===== src/rtl/fetch_stage.sv =====
// fetch_stage: instruction-fetch stage of the saratoga core.
// Turns the current PC into instruction-bus requests, tracks in-flight
// requests with a PC-tag queue, and buffers returned instructions (with PC
// and fault flag) in an in-order FIFO presented to Decode via valid/ready.
// A redirect (flush) discards buffered entries and drops pending responses.
//
// Ports:
//   clk, rst                 clock, asynchronous active-high reset
//   pc                       current PC from the PC register
//   flush                    redirect: kill in-flight and buffered work
//   stall_fetch              to PC register, high = hold PC (combinational)
//   imem_req, imem_addr      bus request (combinational)
//   imem_gnt                 bus accepted the request this cycle
//   imem_rvalid/rdata/err    in-order bus response
//   inst_valid, inst,        head entry to Decode
//   inst_pc, inst_fault
//   inst_ready               Decode accepts the head entry
module fetch_stage #(
    parameter int unsigned DEPTH = 3,
    parameter logic [31:0] NOP   = 32'h0000_0013
) (
    input  logic        clk,
    input  logic        rst,
    input  logic [31:0] pc,
    input  logic        flush,
    output logic        stall_fetch,
    output logic        imem_req,
    output logic [31:0] imem_addr,
    input  logic        imem_gnt,
    input  logic        imem_rvalid,
    input  logic [31:0] imem_rdata,
    input  logic        imem_err,
    output logic        inst_valid,
    output logic [31:0] inst,
    output logic [31:0] inst_pc,
    output logic        inst_fault,
    input  logic        inst_ready
);

    localparam int unsigned CW = $clog2(DEPTH + 1);
    localparam int unsigned PW = (DEPTH > 1) ? $clog2(DEPTH) : 1;

    typedef struct packed {
        logic [31:0] pc;
        logic [31:0] word;
        logic        fault;
    } entry_t;

    logic [CW-1:0] out_cnt, fifo_cnt, drop_cnt;
    logic [31:0]   tag_q [DEPTH];
    logic [PW-1:0] tag_wr, tag_rd;
    entry_t        fifo_q [DEPTH];
    logic [PW-1:0] wr_ptr, rd_ptr;

    logic          aligned, cap, grant, mis_push, accepted;
    logic          resp, drop, push, pop;
    logic [CW:0]   occ;
    entry_t        push_entry, head;

    // Pointer increment modulo DEPTH
    function automatic logic [PW-1:0] bump(input logic [PW-1:0] p);
        return (p == PW'(DEPTH - 1)) ? '0 : PW'(p + 1'b1);
    endfunction

    // Request, acceptance and response decode
    always_comb begin
        aligned     = (pc[1:0] == 2'b00);
        occ         = (CW+1)'(out_cnt) + (CW+1)'(fifo_cnt);
        cap         = (occ < (CW+1)'(DEPTH));
        imem_req    = ~rst & aligned & cap & ~flush;
        imem_addr   = pc;
        grant       = imem_req & imem_gnt;
        // Misaligned PCs bypass the bus but must not overtake pending responses
        mis_push    = ~rst & ~aligned & cap & ~flush & (out_cnt == '0);
        accepted    = grant | mis_push;
        stall_fetch = rst | (~flush & ~accepted);
        // A response with nothing outstanding is a protocol error and ignored
        resp        = imem_rvalid & (out_cnt != '0);
        drop        = resp & (drop_cnt != '0);
        push        = (resp & ~drop & ~flush) | mis_push;
        if (mis_push) begin
            push_entry = {pc, NOP, 1'b1};
        end else begin
            push_entry = {tag_q[tag_rd], imem_err ? NOP : imem_rdata, imem_err};
        end
        head        = fifo_q[rd_ptr];
        inst_valid  = (fifo_cnt != '0) & ~flush;
        pop         = inst_valid & inst_ready;
    end

    assign inst       = head.word;
    assign inst_pc    = head.pc;
    assign inst_fault = head.fault;

    // Counters, tag queue and instruction FIFO
    always_ff @(posedge clk or posedge rst) begin
        if (rst) begin
            out_cnt  <= '0;
            fifo_cnt <= '0;
            drop_cnt <= '0;
            tag_wr   <= '0;
            tag_rd   <= '0;
            wr_ptr   <= '0;
            rd_ptr   <= '0;
            for (int i = 0; i < int'(DEPTH); i++) begin
                tag_q[i]  <= '0;
                fifo_q[i] <= '0;
            end
        end else begin
            if (grant) begin
                tag_q[tag_wr] <= pc;
                tag_wr        <= bump(tag_wr);
            end
            if (resp) begin
                tag_rd <= bump(tag_rd);
            end
            out_cnt <= out_cnt + CW'(grant) - CW'(resp);
            if (flush) begin
                // Everything still outstanding is stale after a redirect
                drop_cnt <= out_cnt - CW'(resp);
                fifo_cnt <= '0;
                rd_ptr   <= wr_ptr;
            end else begin
                drop_cnt <= drop_cnt - CW'(drop);
                if (push) begin
                    fifo_q[wr_ptr] <= push_entry;
                    wr_ptr         <= bump(wr_ptr);
                end
                if (pop) begin
                    rd_ptr <= bump(rd_ptr);
                end
                fifo_cnt <= fifo_cnt + CW'(push) - CW'(pop);
            end
        end
    end

endmodule

===== config.mk =====
export PLATFORM = sky130hd
export DESIGN_NAME = fetch_stage
export DESIGN_NICKNAME = d
export VERILOG_FILES = /design/src/rtl/fetch_stage.sv
export SDC_FILE = /design/constraint.sdc
export NUM_CORES = 1
export LEC_CHECK = 0
export CORE_AREA = 2 2 225 227
export DETAILED_ROUTE_END_ITERATION = 10
export DIE_AREA = 0 0 227 229
export GPL_TIMING_DRIVEN = 0
export HOLD_SLACK_MARGIN = 0.02
export SLEW_MARGIN = 10
export SYNTH_ARGS = -nofsm -noshare
export SYNTH_HDL_FRONTEND = slang
export SYNTH_SLANG_ARGS = --single-unit

===== constraint.sdc =====
create_clock -name clk -period 13.89 [get_ports clk]
set_input_delay 2.778 -clock clk [delete_from_list [all_inputs] [get_ports clk]]
set_output_delay 2.778 -clock clk [all_outputs]
set_load 0.01 [all_outputs]

---- Yosys cells after proc, flatten, opt, wreduce, memory -nomap -nowiden ----
Cells that the tools add are included.
word-level totals
  bits in registers ....................... 305
  input bits .............................. 71
  word-level logic and storage cells ...... 99
cells by class
  $add $sub $neg .......................... 11
  order comparisons ....................... 7
  equal/unequal tests ..................... 4
  multiplexer cells ....................... 22
  bitwise gates (word level) .............. 27
  reductions and logical operators ........ 9
operator list
  kind                                                         number
  two-way mux 65 bit                                           4
  bitwise mux 195 bit                                          1
  binary-select mux 65 bit (select 2 bit)                      1
  demux 65 bit (select 2 bit)                                  1
  two-way mux 32 bit                                           4
  bitwise mux 96 bit                                           1
  binary-select mux 32 bit (select 2 bit)                      1
  demux 32 bit (select 2 bit)                                  1
  two-way mux 2 bit                                            8
  AND 1 bit                                                    15
  >= comparator 3 bit (second input constant)                  4
  NOT 2 -> 3 bit                                               4
  adder 2 x 1 -> 2 bit (second input constant)                 4
  equality test 2 bit (second input constant)                  4
  nonzero test 2 bit                                           4
  subtractor 2 x 1 -> 2 bit                                    4
  less-than comparator 3 x 1 -> 1 bit (second input constant)  2
  NOT 1 bit                                                    5
  adder 2 x 1 -> 2 bit                                         2
  logical NOT 2 bit                                            2
  adder 2 x 2 -> 3 bit                                         1
  less-than comparator 3 x 2 -> 1 bit (second input constant)  1
  OR 1 bit                                                     3
  logical AND 1 bit                                            2
  AND reduction 2 bit                                          1

---- Depth between registers and ports, before layout ----
Gate-level depths: netlist of the first run.
  depth in word-level cells ............... 10
  mapped depth ............................ 9

---- Worst setup path after synthesis of the first run ----
OpenSTA, ideal clock, no wires.
  path type ............................... input-to-output
  start ................................... input port rst
  end ..................................... output port stall_fetch
  arrival time ............................ 9.779 ns
  data required time ...................... 11.112 ns
  setup slack ............................. 1.333 ns
  stages .................................. 2
  buffers on the path ..................... 0
  cell sequence ........................... inv_1 -> nand2_1
between the ends
  longest elaborated chain between the ends .. 9
  elaborated cells between the ends (all ways) .. 13
  classes of those cells .................. bitwise: 13
RTL lines
  what                                               RTL line  RTL
  start: declaration                                 23        input logic rst,
  NOT 1 bit                                          70, 74
  AND 1 bit, on equally long branches (3 in series)  70, 74
  AND 1 bit, on equally long branches                72, 74
  OR 1 bit                                           75        accepted = grant | mis_push;
  NOT 1 bit                                          76        stall_fetch = rst | (~flush & ~accepted);
  AND 1 bit                                          76
  OR 1 bit *                                         76
  end: declaration                                   26        output logic stall_fetch,
Mark *: on every way between the ends. The rest lies on a longest branch, timed or not.

---- Final worst setup path of the first run ----
Ends and elaborated chain as after synthesis.

==> results of run 1 <==
[power breakdown]
part           internal [mW]  leakage (nW)  switching, mW
Clock                  0.573         0.593          0.374
Combinational          0.767          3.88          0.770
Sequential              1.25          3.92          0.190
[cell usage in the layout (no fill, tap or decap), drive strengths merged, types with 2 or more instances in the layout]
master / n
dfrtp: 305
o2bb2ai: 31
xor2: 2
bufinv: 2
xnor2: 4
clkinv: 7
buf: 76
o21ai: 69
clkdlybuf4s50: 170
nand3: 2
nor3: 3
nor2: 7
clkbuf: 83
nand2b: 4
nor3b: 2
and2: 34
mux2i: 228
ha: 7
a21o: 3
mux2: 190
inv: 104
or3b: 2
nor2b: 5
nand2: 76
[logic make-up after synthesis]
kind of cell / share of synthesized area [%]
buffers and inverters: 6.80
XOR/XNOR: 0.357
AO/OA/AOI/OAI: 4.87
flip-flops: 51.9
multiplexers: 30.7
AND/OR/NAND/NOR: 4.65
adder cells (fa/ha/maj): 0.731
[worst max path at each step]
stage / startpoint / endpoint / slack, ps / cells past startpoint
floorplan: rst / stall_fetch / 1330 / 2
global placement: rst / stall_fetch / -1720 / 4
detailed placement: rst / stall_fetch / 5330 / 7
CTS: rst / stall_fetch / 5330 / 7
global route: rst / stall_fetch / 5220 / 7
finish: rst / stall_fetch / 5440 / 7
[metrics by stage]
stage          setup TNS [ps]  total power [mW]  hold slack, ps
6_report                    0              3.92             486
5_1_grt                     0              4.19             498
4_1_cts                     0              3.99             492
3_5_place_dp                0              3.01             478
3_3_place_gp          -340060              2.96             469
2_1_floorplan               0              2.36             453
[registers in the layout (all words and copies together) (netlist names)]
name      flops
tag_rd        2
rd_ptr        2
drop_cnt      2
tag_q        96
fifo_q      195
tag_wr        2
fifo_cnt      2
out_cnt       2
wr_ptr        2
[layout make-up]
cell class,instances,area [µm²]
clock buffer,53,1070
inverter,103,394
sequential,305,7630
timing repair buffer,172,1760
buffer,104,614
multi-input combinational,677,6080
fill,4814,31100
clock inverter,10,115
tap,672,841
[metal layers]
layer / global-route usage (%) / vias to the layer above / part of all wire [%]
met4: 4.78 / 0 / 2.2
met3: 2.23 / 44 / 3.9
met2: 23.2 / 175 / 47
met1: 20.2 / 4778 / 47
met5: 0 / - / 0
li1: - / 4454 / -
[critical path, stage by stage]
cell and delay, ps:
sky130_fd_sc_hd__clkdlybuf4s50_1 540, sky130_fd_sc_hd__a2111oi_4 550, sky130_fd_sc_hd__nand3_1 510, sky130_fd_sc_hd__clkbuf_1 470, sky130_fd_sc_hd__nand3b_1 240, sky130_fd_sc_hd__nand2_1 70
sky130_fd_sc_hd__clkdlybuf4s50_1 510
==> impl_metrics.json, run 1 <==
{
  "mappedNetlistArea_um2": 14700,
  "hold_end": "tag_q[1]$_DFFE_PP0P_",
  "routability_congestion": 0.746,
  "clk_slew_on_worst_s_h_paths_ps": 50,
  "drive_above_1_share_pct": 22.6,
  "first_global_vias": 9896,
  "worst_clock_skew_ps": 27.9,
  "synth_common_cells": "sky130_fd_sc_hd__dfrtp_1, sky130_fd_sc_hd__mux2i_1, sky130_fd_sc_hd__mux2_2, sky130_fd_sc_hd__inv_1, sky130_fd_sc_hd__nand2_1",
  "number_of_antenna_violations_at_the_first_check_in_global_routing": 0,
  "critical_path_maximum_fanout": 10,
  "drv_cap": 0,
  "dieWidth_um": 227,
  "reg2regPathDepth": 7,
  "route.vias.total": 9451,
  "final_cell_count_no_fill": 2096,
  "setup_repair_after_global_routing_missed_its_margin": "no",
  "clock_tree.htree_level_count": 2,
  "total_congestion_overflow_after_global_routing": 0,
  "routed_wl_mm": 37.1,
  "r2r_slack_ps": 10400,
  "place.detailed.instances": 2033,
  "grt_max_degree": 118,
  "start_util_pct": 29.6,
  "postCtsSetupRepairBufs": 0,
  "hold_start": "tag_q[1]$_DFFE_PP0P_",
  "drt_pass1_iterations": 4,
  "fin_util_pct": 37.3,
  "ir_worst_vdd_v": 0.0000674,
  "kind_of_critical_path": "input pin to primary output",
  "synth_fp_nets": 1268,
  "cp.required_ps": 11110,
  "startpoint_type": "input pin",
  "portBuffers": 170,
  "grt_pass1_wl_mm": 58.5,
  "die_height_um": 229,
  "cts_buffers": 36,
  "cts_root_buffer": "sky130_fd_sc_hd__clkbuf_16",
  "gr-usage-all-layers_pct": 14.6,
  "dieArea_um2": 52000,
  "asyncSetResetFlopFracSynth_pct": 100,
  "timing_hold_violations_final": 0,
  "clock.fmax_ghz": 0.118,
  "ys_ff_latch": 305,
  "placeableCoreArea_um2": 49700,
  "buffer_levels_on_the_longest_clock_path": 3,
  "layout.cell_area.non_filler_um2": 18500,
  "yosys.cell_count.top_type": "sky130_fd_sc_hd__dfrtp_1",
  "detailedRoute.firstIterationViolations": 504,
  "area_delta_synth_final_pct": 25.8,
  "avgSynthCellArea_um2": 12.4,
  "timing.rr.start": "out_cnt[0]$_DFF_PP0_",
  "power.leakage_nw": 8.40,
  "critPathArrivalTime_ps": 5670,
  "netlist-cell-type-count": 36,
  "pre_cts_ws_ps": 5330,
  "tritoncts_num_sinks": 305,
  "power_per_cell_area_nw_per_um2": 212,
  "hold_path_class": "flip-flop to flip-flop",
  "ys_seq_area_share_pct": 51.9,
  "timing.rr.end": "fifo_q[108]$_DFFE_PP0P_",
  "top_level_ports": 171,
  "placement_rows": 82,
  "drt_drc_violations_left": 0,
  "max-slew-margin-rel_pct": 29.5,
  "run_status": "finished, final reports clean",
  "placed_cell_area_um2": 17300,
  "worst-slew-pin-transition_ps": 1050,
  "worstSkewPairLatency_ps": 550,
  "syn_inst": 1189,
  "synth.area.top_cells": "sky130_fd_sc_hd__dfrtp_1, sky130_fd_sc_hd__mux2i_1, sky130_fd_sc_hd__mux2_2, sky130_fd_sc_hd__mux2_4, sky130_fd_sc_hd__inv_1",
  "cts.hold.buffers_added": 0,
  "post_cts.resized_instances": 0,
  "setup_viol": 0,
  "netlist.area_leader.share_pct": 51.9,
  "diodes": 0,
  "route.detailed.vias_per_inst": 4.51,
  "synth_enable_flop_cells": 0,
  "post_route_ant_nets": 0,
  "count_of_nets_after_finishing": 1478,
  "ys.flop_type": "sky130_fd_sc_hd__dfrtp_1",
  "final_max_slew_viol_count": 0,
  "wire_per_inst_um": 17.7,
  "tritoncts_clock_tree": "done",
  "layout_worst_path_cycle_share_pct": 60.8,
  "critical_path.endpoint_type": "primary output",
  "hold_path_depth": 1,
  "ys_warn_count": 0,
  "hpwl_mm": 25.2,
  "setup_slack_ps": 5440,
  "minimum_clock_period_ps": 8450,
  "synth.largest_area_cell": "sky130_fd_sc_hd__dfrtp_1"
}
(Power assumes the default switching activity.)
==> run 2: changes to the inputs <==
==> constraint.sdc (replaced) <==
create_clock -name clk -period 6.9 [get_ports clk]
set_input_delay 1.38 -clock clk [delete_from_list [all_inputs] [get_ports clk]]
set_output_delay 1.38 -clock clk [all_outputs]
set_load 0.01 [all_outputs]
==> run 2 against run 1 <==
Compared with the run above:
- sequential power is 100% higher
- die area stayed put
- power up 100%
- clock power is 110% higher
- clock skew shrank 7.3 ps
- largest cell class unchanged
==> impl_metrics.json, run 2 (synthesis results as in run 1) <==
{
  "max-slew-margin-rel_pct": 26.8,
  "drt_pass1_iterations": 7,
  "dieWidth_um": 227,
  "buffer_levels_on_the_longest_clock_path": 3,
  "timing.rr.end": "fifo_q[108]$_DFFE_PP0P_",
  "setup_slack_ps": 1320,
  "place.detailed.instances": 2040,
  "top_level_ports": 171,
  "dieArea_um2": 52000,
  "cts_buffers": 37,
  "clk_slew_on_worst_s_h_paths_ps": 50,
  "die_height_um": 229,
  "hold_start": "tag_q[33]$_DFFE_PP0P_",
  "first_global_vias": 10200,
  "final_max_slew_viol_count": 0,
  "detailedRoute.firstIterationViolations": 440,
  "tritoncts_num_sinks": 305,
  "critPathArrivalTime_ps": 4200,
  "pre_cts_ws_ps": 1210,
  "cp.required_ps": 5520,
  "reg.largest.list": "fifo_q: 195 flops, tag_q: 96 flops",
  "run_status": "finished, final reports clean",
  "placed_cell_area_um2": 17400,
  "wl_met3_mm": 1.47,
  "minimum_clock_period_ps": 5580,
  "postCtsSetupRepairBufs": 0,
  "power.leakage_nw": 8.48,
  "setup_viol": 0,
  "drive_above_1_share_pct": 22.8,
  "r2r_slack_ps": 3430,
  "post_cts.resized_instances": 0,
  "layout.cell_area.non_filler_um2": 18700,
  "drv_cap": 0,
  "clock.fmax_ghz": 0.179,
  "number_of_antenna_violations_at_the_first_check_in_global_routing": 2,
  "hold_end": "tag_q[33]$_DFFE_PP0P_",
  "route.vias.total": 9438,
  "commonest_non_fill_non_tap_cells_in_the_layout": "sky130_fd_sc_hd__dfrtp_1, sky130_fd_sc_hd__mux2i_1, sky130_fd_sc_hd__clkdlybuf4s50_1",
  "grt_max_degree": 39,
  "clock_tree.htree_level_count": 2,
  "largest_register_ffs": 195,
  "drt_drc_violations_left": 0,
  "count_of_nets_after_finishing": 1486,
  "reg2regPathDepth": 7,
  "hold_path_depth": 1,
  "leading_cell_type_in_the_layout_fill_and_taps_excluded": "sky130_fd_sc_hd__dfrtp_1",
  "gr-usage-all-layers_pct": 14.6,
  "portBuffers": 170,
  "routed_wl_mm": 37.0,
  "met2WireLength_mm": 17.9,
  "tritoncts_clock_tree": "done",
  "diodes": 0,
  "total_design_power_mw": 8.01,
  "post_route_ant_nets": 0,
  "timing.rr.start": "out_cnt[0]$_DFF_PP0_",
  "layout_worst_path_cycle_share_pct": 80.9,
  "total_congestion_overflow_after_global_routing": 0,
  "worstSkewPairLatency_ps": 540,
  "fin_util_pct": 37.7,
  "start_util_pct": 29.6,
  "route.detailed.vias_per_inst": 4.48,
  "final_layout_fill_cell_count": 4865,
  "hold_path_class": "flip-flop to flip-flop",
  "kind_of_critical_path": "input pin to primary output",
  "route.top_layer_used": "met5",
  "met1Wirelength_mm": 17.0,
  "placement_rows": 82,
  "startpoint_type": "input pin",
  "ir_worst_vdd_v": 0.000181,
  "area_delta_synth_final_pct": 27.2,
  "worst-slew-pin-transition_ps": 1090,
  "top_register": "fifo_q",
  "final_cell_count_no_fill": 2105,
  "wire_per_inst_um": 17.6,
  "routability_congestion": 0.741,
  "cts.hold.buffers_added": 0,
  "critical_path.endpoint_type": "primary output",
  "hpwl_mm": 25.8,
  "critical_path_maximum_fanout": 10,
  "placeableCoreArea_um2": 49700,
  "worst_clock_skew_ps": 20.6,
  "setup_repair_after_global_routing_missed_its_margin": "no",
  "timing_hold_violations_final": 0,
  "cts_root_buffer": "sky130_fd_sc_hd__clkbuf_16",
  "grt_pass1_wl_mm": 59.0,
  "power_per_cell_area_nw_per_um2": 428
}
run 2: cell types whose count changed in the layout (fill, tap and decap cells not counted), sizes merged:
cell      before  now
buf           76   83
clkinv         7    3
bufinv         2    5
clkinvlp       0    2
clkbuf        83   84
run 2: worst max-delay path, cell delays in order:
cell and delay, ps:
sky130_fd_sc_hd__clkdlybuf4s50_1 500, sky130_fd_sc_hd__a2111oi_4 540, sky130_fd_sc_hd__nand3_1 490, sky130_fd_sc_hd__clkbuf_1 490, sky130_fd_sc_hd__nand3b_1 250, sky130_fd_sc_hd__nand2_1 70
sky130_fd_sc_hd__clkdlybuf4s50_1 480
run 2: how the worst max path moves through the flow:
stage,start,end,depth (start not counted)
6_report,rst,stall_fetch,7
5_1_grt,rst,stall_fetch,7
2_1_floorplan,rst,stall_fetch,2
3_3_place_gp,rst,stall_fetch,4
4_1_cts,rst,stall_fetch,7
3_5_place_dp,rst,stall_fetch,7
run 2: report_power, final:
group	switching, mW	internal [mW]
clock	0.753	1.28
combinational	1.54	1.55
sequential	0.381	2.51
run 2: layout make-up:
cell class | instances | area [µm²] | area share [%]
timing repair buffer | 179 | 1880 | 10.1
inverter | 103 | 390 | 2.09
sequential | 305 | 7630 | 40.8
clock buffer | 54 | 1080 | 5.78
tap | 672 | 841 | 4.49
clock inverter | 11 | 190 | 1.02
multi-input combinational | 677 | 6080 | 32.5
buffer | 104 | 614 | 3.28
run 2: stage by stage:
step / TNS [ps] / hold slack [ps]
2_1_floorplan: -732 / 453
3_3_place_gp: -228950 / 469
3_5_place_dp: 0 / 472
4_1_cts: 0 / 490
5_1_grt: 0 / 499
6_report: 0 / 485
run 2: per-layer routing:
metal  global-route usage (%)  vias up
li1                         -     4463
met1                     19.5     4765
met2                     24.4      159
met3                     2.76       47
met4                     3.35        4
met5                        0        -
